[src/rtl/yc_pkg.sv]
// yc_pkg: state encoding, chroma mid-scale and luma saturation shared by the Y/C blocks
package yc_pkg;

    typedef enum logic [2:0] {IDLE, BLANK, ACTIVE, FALL, TIP, RISE, LOS} yc_state_e;

    localparam logic [7:0] C_MID = 8'd128;

    function automatic logic [7:0] sat8(input logic [9:0] v);
        return (v > 10'd255) ? 8'd255 : v[7:0];
    endfunction

endpackage

[src/rtl/yc_chroma_fir3.sv]
// yc_chroma_fir3: [1,2,1]/4 chroma low-pass with mid-scale history preload
module yc_chroma_fir3
    import yc_pkg::*;
(
    input  logic       clk,
    input  logic       reset_n,
    input  logic       preload,
    input  logic [7:0] c_in,
    output logic [7:0] c_out
);

    logic [7:0] h1, h2;
    logic [9:0] sum;
    logic [1:0] lsb_unused;

    // shift the two history taps, or refill them with mid-scale so no sync-time chroma leaks out
    always_ff @(posedge clk or negedge reset_n)
        if (!reset_n) begin
            h1 <= C_MID;
            h2 <= C_MID;
        end else begin
            h1 <= preload ? C_MID : c_in;
            h2 <= preload ? C_MID : h1;
        end

    assign sum = {2'b0, c_in} + {1'b0, h1, 1'b0} + {2'b0, h2} + 10'd2;
    assign {c_out, lsb_unused} = sum;

endmodule

[src/rtl/yc_level_encoder.sv]
// yc_level_encoder: inserts sync/blank/setup levels and filters chroma into DAC codes
module yc_level_encoder
    import yc_pkg::*;
#(
    parameter logic [7:0]  BLANK_LVL = 8'd72,
    parameter logic [7:0]  SETUP_LVL = 8'd10,
    parameter logic [7:0]  Y_GAIN    = 8'd176,
    parameter int          RAMP_LOG2 = 2,
    parameter logic [19:0] LOS_CLKS  = 20'd200000
) (
    input  logic        clk,
    input  logic        reset_n,
    input  logic        PAL_EN,
    input  logic        CVBS,
    input  logic        SETUP_EN,
    input  logic [23:0] din,
    input  logic        hsync,
    input  logic        vsync,
    input  logic        csync,
    input  logic        de,
    output logic [23:0] dout,
    output logic        hsync_o,
    output logic        vsync_o,
    output logic        csync_o,
    output logic        de_o
);

    localparam int SW = RAMP_LOG2 + 1;
    localparam logic [SW-1:0] STEPS = SW'(1 << RAMP_LOG2);

    logic [7:0]    s1_y, s1_c, pad_unused, fir_c, c_lvl, ramp_lvl;
    logic          s1_hs, s1_vs, s1_cs, s1_de, s1_pal, s1_cvbs, s1_setup;
    logic          hs_rise, cs_rise, cs_fall, in_ramp, preload, kill;
    yc_state_e     st, nxt;
    logic [SW-1:0] step, step_n;
    logic [19:0]   los_cnt, los_n;
    logic [15:0]   ramp_prod, y_prod;
    logic [9:0]    y_act, y_lvl, s2_y;
    logic [7:0]    s2_c;
    logic [3:0]    s2_sync;

    assign pad_unused = din[7:0];

    // S1: capture pixel, syncs and mode pins; flag sync edges against the previous sample
    always_ff @(posedge clk or negedge reset_n)
        if (!reset_n) begin
            s1_y <= '0;
            s1_c <= C_MID;
            {s1_hs, s1_vs, s1_cs, s1_de} <= '0;
            {s1_pal, s1_cvbs, s1_setup} <= '0;
            {hs_rise, cs_rise, cs_fall} <= '0;
        end else begin
            s1_y <= din[15:8];
            s1_c <= din[23:16];
            {s1_hs, s1_vs, s1_cs, s1_de} <= {hsync, vsync, csync, de};
            {s1_pal, s1_cvbs, s1_setup} <= {PAL_EN, CVBS, SETUP_EN};
            hs_rise <= hsync & ~s1_hs;
            cs_rise <= csync & ~s1_cs;
            cs_fall <= ~csync & s1_cs;
        end

    // state, ramp step and loss-of-signal counter advance once per S1 sample
    always_ff @(posedge clk or negedge reset_n)
        if (!reset_n) begin
            st <= IDLE;
            step <= '0;
            los_cnt <= '0;
        end else begin
            st <= nxt;
            step <= step_n;
            los_cnt <= los_n;
        end

    // next state; ramps reverse from the current step so the level never jumps
    always_comb begin
        nxt = st;
        step_n = step;
        los_n = hs_rise ? '0 : (los_cnt == LOS_CLKS) ? los_cnt : los_cnt + 20'd1;
        case (st)
            IDLE:          if (hs_rise) nxt = BLANK;
            BLANK, ACTIVE: if (cs_rise) begin
                               nxt = FALL;
                               step_n = SW'(1);
                           end else nxt = s1_de ? ACTIVE : BLANK;
            FALL, TIP, RISE:
                if (cs_fall || (st == RISE && !cs_rise)) begin
                    step_n = step - SW'(1);
                    nxt = (step_n == '0) ? BLANK : RISE;
                end else if (st != TIP) begin
                    step_n = step + SW'(1);
                    nxt = (step_n == STEPS) ? TIP : FALL;
                end
            LOS:           if (hs_rise) nxt = BLANK;
            default:       nxt = IDLE;
        endcase
        if (st != IDLE && !hs_rise && los_n == LOS_CLKS) begin
            nxt = LOS;
            step_n = '0;
        end
    end

    assign ramp_prod = 16'(BLANK_LVL) * 16'(step_n);
    assign ramp_lvl  = BLANK_LVL - 8'(ramp_prod >> RAMP_LOG2);
    assign y_prod    = 16'(s1_y) * 16'(Y_GAIN);
    assign y_act     = 10'(BLANK_LVL) + ((s1_setup & ~s1_pal) ? 10'(SETUP_LVL) : 10'd0) + 10'(y_prod >> 8);
    assign in_ramp   = nxt inside {FALL, TIP, RISE};
    assign y_lvl     = (nxt == ACTIVE) ? y_act : 10'(in_ramp ? ramp_lvl : BLANK_LVL);
    assign c_lvl     = s1_cvbs ? 8'd0 : (nxt == ACTIVE || nxt == BLANK) ? fir_c : C_MID;
    assign preload   = nxt == FALL && st != FALL;
    assign kill      = nxt == LOS;

    yc_chroma_fir3 u_fir (
        .clk     (clk),
        .reset_n (reset_n),
        .preload (preload),
        .c_in    (s1_c),
        .c_out   (fir_c)
    );

    // S2: hold the unsaturated luma level, selected chroma and syncs (muted on loss of signal)
    always_ff @(posedge clk or negedge reset_n)
        if (!reset_n) begin
            s2_y <= 10'(BLANK_LVL);
            s2_c <= C_MID;
            s2_sync <= '0;
        end else begin
            s2_y <= y_lvl;
            s2_c <= c_lvl;
            s2_sync <= kill ? 4'd0 : {s1_hs, s1_vs, s1_cs, s1_de};
        end

    // S3: saturate luma and register the DAC word with matching syncs
    always_ff @(posedge clk or negedge reset_n)
        if (!reset_n) begin
            dout <= {C_MID, BLANK_LVL, 8'd0};
            {hsync_o, vsync_o, csync_o, de_o} <= '0;
        end else begin
            dout <= {s2_c, sat8(s2_y), 8'd0};
            {hsync_o, vsync_o, csync_o, de_o} <= s2_sync;
        end

endmodule

[config.mk]
export PLATFORM = sky130hd
export DESIGN_NAME = yc_level_encoder
export DESIGN_NICKNAME = d
export VERILOG_FILES = /design/src/rtl/yc_pkg.sv /design/src/rtl/yc_chroma_fir3.sv /design/src/rtl/yc_level_encoder.sv
export SDC_FILE = /design/constraint.sdc
export NUM_CORES = 1
export LEC_CHECK = 0
export BUFFER_PORTS_ARGS = -buffer_cell sky130_fd_sc_hd__buf_2
export CAP_MARGIN = 20
export CORE_MARGIN = 2
export CORE_UTILIZATION = 28
export CTS_CLUSTER_SIZE = 16
export DETAILED_ROUTE_END_ITERATION = 8
export GPL_TIMING_DRIVEN = 0
export PLACE_DENSITY = 0.53
export SLEW_MARGIN = 20
export SYNTH_ARGS = -nofsm -noshare
export SYNTH_HDL_FRONTEND = slang
export SYNTH_SLANG_ARGS = --single-unit
[constraint.sdc]
create_clock -name clk -period 4.5 [get_ports clk]
set_clock_uncertainty 0.1 [all_clocks]
set_input_delay 0.675 -clock clk [delete_from_list [all_inputs] [get_ports clk]]
set_output_delay 0.675 -clock clk [all_outputs]
set_load 0.005 [all_outputs]
==> flow_metrics.env, run 1 <==
export IMPL_status="finished, final reports clean"
export IMPL_path_clk_slew_ps=80
export IMPL_layout_common_cells="100 x dfrtp_1, 47 x inv_1, 47 x buf_2"
export IMPL_tns_ps=0
export IMPL_swShare_pct=37.55
export IMPL_clkPwrFrac_pct=19.0
export IMPL_yosys_warnings=0
export IMPL_dieWidth_um=145.8
export IMPL_clock_root_buffer="clkbuf_16"
export IMPL_synth_top_area_share_pct=44.46
export IMPL_wl_per_cell_um=12.44
export IMPL_wl_met1_mm=4.859
export IMPL_vias=3749
export IMPL_viasPerCell=4.405
export IMPL_grt_pass1_wl_mm=18.57
export IMPL_crit_buf_inv=3
export IMPL_leakage_nw=3.087
export IMPL_gp_congestion=0.8724
export IMPL_wirelength_mm=10.59
export IMPL_post_cts_resized=0
export IMPL_path_delay_family="adder cells"
export IMPL_nNetsFinal=667
export IMPL_power_frac_comb_pct=45.5
export IMPL_hp_class="in2async"
export IMPL_fin_crit_sh_pct=85.46
export IMPL_io_pins=61
export IMPL_yosysTopAreaCell="dfrtp_1"
export IMPL_slew_headroom_pct=53.52
export IMPL_postRouteAntennaNets=0
export IMPL_slowest_delay_ps=490
export IMPL_final_common_cell="dfrtp_1"
export IMPL_setup_viol=0
export IMPL_syn_area_sq_um=5628
export IMPL_p_int_mw=2.409
export IMPL_die_h_um=145.8
export IMPL_synthTopCellsByArea="dfrtp_1 44%, ha_1 9.6%, dfstp_2 4.2%, fa_1 3.6%, inv_1 3.1%"
export IMPL_cts_path_max_buffers=2
export IMPL_synth_edf_count=0
export IMPL_fin_crit_ps=3845
export IMPL_timing_fmax_mhz=260.0
export IMPL_initial_core_util_pct=28.73
export IMPL_worst_r2r_cell_count=18
export IMPL_hold_buffers=0
export IMPL_pre_cts_ws_ps=589.2
export IMPL_crit_chain="ha_1 > inv_1 > fa_1 > inv_1 > ha_1 > nor2_1 > a211oi_1 > a21o_1 > xnor2_1 > ha_1 > inv_1 > ha_1 > a21oi_1 > a21oi_1 > xor2_1 > nor2_1 > xnor2_1 > o22a_1"
export IMPL_dr_wl_met3_um=401
export IMPL_reg2reg_slack_ps=650
export IMPL_tritoncts="yes"
export IMPL_antenna_found_initial=0
export IMPL_synthArstFlopShare_pct=100.0
export IMPL_start_kind="flop"
export IMPL_routed_wl_met2_mm=5.156
export IMPL_path_class="reg2reg"
export IMPL_drc=0
export IMPL_ys_seq_area_share_pct=48.67
export IMPL_p_per_area_nw_per_um2=592.6
export IMPL_drt_iter0_drc=167
export IMPL_reg2reg_to="s2_y[6]$_DFF_PN1_"
export IMPL_dieArea_sq_um=21250
export IMPL_timing_final_ws_setup_ps=654.5
export IMPL_hpwlAfterDp_mm=8.004
export IMPL_ys_ff_latch=109
export IMPL_maxCapViolCount=0
export IMPL_clk_latency_ps=350
export IMPL_area_delta_synth_final_pct=15.67
export IMPL_cp_slowest_cell="fa_1"
export IMPL_syn_avg_cell_area_sq_um=10.86
export IMPL_worst_slew_pin_slew_ps=690.8
export IMPL_port_buffers=44
export IMPL_yosys_most_used_dff="dfrtp_1"
export IMPL_critPathRequiredTime_ps=4670
export IMPL_fp_row_count=51
export IMPL_yosysUniqueCellTypes=65
export IMPL_arrival_ps=4020
export IMPL_grt_usage_pct=10.58
export IMPL_crit_path_frequent_cell="ha_1"
export IMPL_rr_startpoint="s1_y[4]$_DFF_PN0_"
export IMPL_path_max_fanout=3
export IMPL_cts_setup_buffers=0
export IMPL_ir_drop_mv=0.2276
export IMPL_rsz0062_at_grt="no"
export IMPL_grt_pass1_vias=3935
export IMPL_finalHoldViolations=0
export IMPL_cts_sinks=109
export IMPL_layout_drive_gt1_share_pct=18.43
export IMPL_maxUsedRoutingLayer="met4"
export IMPL_seq_power_share_pct=35.5
export IMPL_switching_power_mw=1.449
export IMPL_crit_start="s1_y[4]$_DFF_PN0_"
export IMPL_synthCells=518
export IMPL_slew_violations=0
export IMPL_insertedDiodeCount=0
export IMPL_cts_buffers=9
export IMPL_grt_max_degree=80
export IMPL_gr_total_overflow=0
export IMPL_end_kind="flop"
export IMPL_firstDrtPassIters=4
export IMPL_core_sq_um=19590
export IMPL_h_tree_depth=3
worst reg2reg max path: cells and delay by family (launching register included):
family	cells	cell delay [ps]
adder cells (fa/ha/maj)	5	1540
AO/OA/AOI/OAI	5	1040
flip-flops	1	430
XOR/XNOR	3	370
AND/OR/NAND/NOR	2	160
buffers and inverters	3	130
how the worst max path moves through the flow:
stage                                    to  slack [ps]  cells after the start
after global placement    s2_y[6]$_DFF_PN1_         590                     18
after global routing      s2_y[6]$_DFF_PN1_         350                     18
final                     s2_y[6]$_DFF_PN1_         650                     18
after CTS                 s2_y[6]$_DFF_PN1_         580                     18
after detailed placement  s2_y[6]$_DFF_PN1_         590                     18
after floorplan           s2_y[6]$_DFF_PN1_         910                     18
synth_stat cells (2+ instances only):
master     count
a211oi_1       3
a21o_1         3
a21oi_1       16
a221oi_1       2
a2bb2oi_1      2
a31o_2         2
a31oi_1        3
and2_1        18
buf_1          3
buf_2          4
buf_4          9
buf_6          2
clkbuf_1       6
dfrtp_1      100
dfstp_2        9
fa_1          10
ha_1          43
inv_1         47
mux2i_1        5
nand2_1       22
nand2b_1       6
nand3_1       15
nand4_1        2
nand4b_1       2
nor2_1        44
nor2b_1       10
nor3_1         9
nor4_1        11
nor4_2         2
o21a_1         3
o21ai_0        4
o21bai_1       3
o22ai_1        5
o31a_1         3
o31ai_1        4
or2_2         15
or3_1          4
or4_1          2
or4bb_1        2
xnor2_1       19
xor2_1        20
logic make-up (layout without fill, tap and decap cells):
| group | after synthesis | after routing | synth area share [%] |
|---|---|---|---|
| and+or+nand+nor | 172 | 172 | 17.03 |
| DFF | 109 | 109 | 48.67 |
| buffers and inverters | 73 | 134 | 5.847 |
| AOI/OAI and AO/OA | 65 | 65 | 8.115 |
| adders and majority gates | 53 | 53 | 13.12 |
| xor gates and xnor gates | 39 | 39 | 6.069 |
| muxes | 6 | 6 | 1.089 |
| other | 1 | 8 | 0.06663 |
power groups by stage:
stage	registers, mW	logic, mW	clock network (mW)
detailed placement	1.39	1.76	0
global route	1.40	2.00	0.808
finish	1.37	1.76	0.733
floorplan	1.36	1.35	0
CTS	1.37	1.78	0.765
global placement	1.38	1.72	0
per-layer routing:
| layer | vias to the layer above | track usage, % |
|---|---|---|
| met5 | - | 0 |
| met4 | 0 | 3.235 |
| li1 | 1856 | - |
| met1 | 1803 | 13.06 |
| met2 | 77 | 18.16 |
| met3 | 13 | 2.727 |
metrics by stage:
| step | hold WS (ps) | area, sq um | utilization [%] | std cells | power, mW |
|---|---|---|---|---|---|
| 2_1_floorplan | 231.2 | 5654 | - | 525 | 2.714 |
| 3_3_place_gp | 233.7 | 6206 | 31.68 | 834 | 3.102 |
| 3_5_place_dp | 234.7 | 6240 | 31.85 | 835 | 3.151 |
| 4_1_cts | 96.42 | 6510 | 33.23 | 851 | 3.919 |
| 5_1_grt | 105.4 | 6510 | 33.23 | 851 | 4.208 |
| 6_report | 89.00 | 6510 | 33.23 | 851 | 3.858 |
cell type report:
cell class | count | area (sq um)
timing repair buffer | 45 | 254.0
tap | 265 | 331.6
fill | 1998 | 13080
sequential | 109 | 2739
clock inverter | 5 | 37.54
buffer | 25 | 148.9
multi-input combinational | 343 | 2586
clock buffer | 11 | 232.7
inverter | 48 | 180.2
registers in the layout (all words and copies together), names as in the netlist, 3 cells and up:
signal    count
s2_sync       4
u_fir.h2      8
s2_c          8
s1_c          8
step          3
s2_y          9
los_cnt      20
st            3
u_fir.h1      8
s1_y          8
dout         16
Power figures use the tool's default switching activity.
==> run 2: changes to the inputs <==
Settings changed: REMOVE_ABC_BUFFERS from default to 1.
==> run 2 against run 1 <==
Via count fell by 3.6%; sequential cell count is the same; sequential share of layout area grew 0.77 points; final cell count shrank 2.9%; first-iteration DRC count is 3.6% lower; power shrank 0.61%; die area unchanged; combinational power down 7%; final area shrank 1.8%; critical endpoint unchanged.
==> flow_metrics.env, run 2 (synthesis gave the netlist of run 1 again) <==
export IMPL_status="finished, final reports clean"
export IMPL_vias=3614
export IMPL_gr_total_overflow=0
export IMPL_hpwlAfterDp_mm=7.513
export IMPL_crit_chain="ha_1 > inv_1 > or3_1 > a21oi_1 > or4bb_1 > or4_1 > nor4_4 > or2_2 > ha_1 > ha_1 > nand2_1 > o31ai_1 > o22a_1"
export IMPL_start_kind="flop"
export IMPL_clk_latency_ps=360
export IMPL_placed_cell_area_sq_um=6091
export IMPL_antenna_found_initial=0
export IMPL_end_kind="flop"
export IMPL_path_clk_slew_ps=70
export IMPL_area_delta_synth_final_pct=13.61
export IMPL_finalInstanceArea_sq_um=6394
export IMPL_power_mw=3.835
export IMPL_hold_buffers=0
export IMPL_cts_setup_buffers=0
export IMPL_wirelength_mm=10.18
export IMPL_crit_path_frequent_cell="ha_1"
export IMPL_gp_congestion=0.8153
export IMPL_fin_crit_sh_pct=87.31
export IMPL_arrival_ps=4130
export IMPL_slew_violations=0
export IMPL_maxCapViolCount=0
export IMPL_path_max_fanout=12
export IMPL_path_class="reg2reg"
export IMPL_drc=0
export IMPL_tritoncts="yes"
export IMPL_cts_sinks=109
export IMPL_firstDrtPassIters=4
export IMPL_ir_drop_mv=0.2174
export IMPL_cp_slowest_cell="nor4_4"
export IMPL_wl_per_cell_um=12.32
export IMPL_timing_fmax_mhz=254.5
export IMPL_finalHoldViolations=0
export IMPL_finalHoldWorstSlack_ps=158.9
export IMPL_seqCellArea_sq_um=2739
export IMPL_io_pins=61
export IMPL_insertedDiodeCount=0
export IMPL_fill_cells=2043
export IMPL_postRouteAntennaNets=0
export IMPL_multi_input_area_sq_um=2595
export IMPL_h_tree_depth=3
export IMPL_critPathRequiredTime_ps=4700
export IMPL_hp_class="in2async"
export IMPL_worst_slew_pin_slew_ps=819.7
export IMPL_grt_pass1_wl_mm=18.03
export IMPL_regMostFlops="los_cnt"
export IMPL_dieArea_sq_um=21250
export IMPL_die_h_um=145.8
export IMPL_slowest_delay_ps=510
export IMPL_layout_drive_gt1_share_pct=16.58
export IMPL_dieWidth_um=145.8
export IMPL_clock_root_buffer="clkbuf_16"
export IMPL_tns_ps=0
export IMPL_core_sq_um=19590
export IMPL_slew_headroom_pct=45.35
export IMPL_leakage_nw=3.025
export IMPL_viasPerCell=4.375
export IMPL_p_per_area_nw_per_um2=599.7
export IMPL_final_common_cell="dfrtp_1"
export IMPL_cts_buffers=9
export IMPL_layout_common_cells="100 x dfrtp_1, 47 x inv_1, 44 x nor2_1"
export IMPL_initial_core_util_pct=28.73
export IMPL_top_regs="los_cnt x20, dout x16, s2_y x9"
export IMPL_fin_crit_ps=3929
export IMPL_setup_viol=0
export IMPL_nNetsFinal=642
export IMPL_rsz0062_at_grt="no"
export IMPL_grt_pass1_vias=3774
export IMPL_largest_reg_flops=20
export IMPL_cts_path_max_buffers=2
export IMPL_fp_row_count=51
export IMPL_grt_max_degree=61
export IMPL_port_buffers=44
export IMPL_drt_iter0_drc=161
export IMPL_grt_usage_pct=10.36
run 2: cell types whose count changed in the layout (fill, tap and decap cells not counted), sizes merged:
| cell | before | now |
|---|---|---|
| inv | 49 | 52 |
| clkbuf | 18 | 11 |
| clkinv | 3 | 1 |
| buf | 63 | 45 |
| clkinvlp | 1 | 0 |
run 2: path summary, 6_finish.rpt:
kind / from / end / slack, ps / cells after the start
setup reg to reg: los_cnt[1]$_DFF_PN0_ / s2_y[6]$_DFF_PN1_ / 570 / 13
hold reg to reg: s2_sync[2]$_DFF_PN0_ / vsync_o$_DFF_PN0_ / 250 / 0
max in group asynchronous: reset_n / u_fir.h2[7]$_DFF_PN1_ / 3440 / 2
min in group clk: s2_sync[2]$_DFF_PN0_ / vsync_o$_DFF_PN0_ / 250 / 0
setup / recovery: los_cnt[1]$_DFF_PN0_ / s2_y[6]$_DFF_PN1_ / 570 / 13
hold / removal: reset_n / s2_sync[2]$_DFF_PN0_ / 160 / 1
run 2: critical path: cells and delay by family (launching register included):
family / cells / cell delay [ps]
AND/OR/NAND/NOR: 6 / 2100
adder cells (fa/ha/maj): 3 / 620
AO/OA/AOI/OAI: 3 / 500
flip-flops: 1 / 450
buffers and inverters: 1 / 100
run 2: power by group:
group,leakage (nW),switching [mW],internal (mW)
clock network,0.144,0.378,0.404
logic,1.52,0.891,0.750
registers,1.36,0.173,1.24
total,3.02,1.44,2.39
run 2: area by class of cell:
class	count	share of cell area [%]
timing repair buffer	45	3.973
inverter	48	2.818
tap	265	5.186
clock inverter	5	0.8023
clock buffer	11	3.796
sequential	109	42.84
multi-input combinational	343	40.59
run 2: what timing repair did:
item / CTS / global route
hold endpoints to repair: 0 / 0
setup endpoints to repair: 0 / 2
gates resized for setup: 0 / 1
run 2: metal layers:
metal	vias to the layer above	wire, um	GRT usage, %	part of all wire (%)
li1	1802	-	-	-
met4	0	146	3.333	1.4
met1	1749	4611	12.58	45
met5	-	0	0	0
met3	12	370	2.759	3.6
met2	51	5048	17.88	50
run 2: through the flow:
step	setup WS [ps]	utilization, %	instances
floorplan	905.8	-	500
global placement	348.0	30.92	809
detailed placement	317.8	31.09	810
CTS	277.2	32.59	826
global route	238.3	32.64	826
finish	571.0	32.64	826
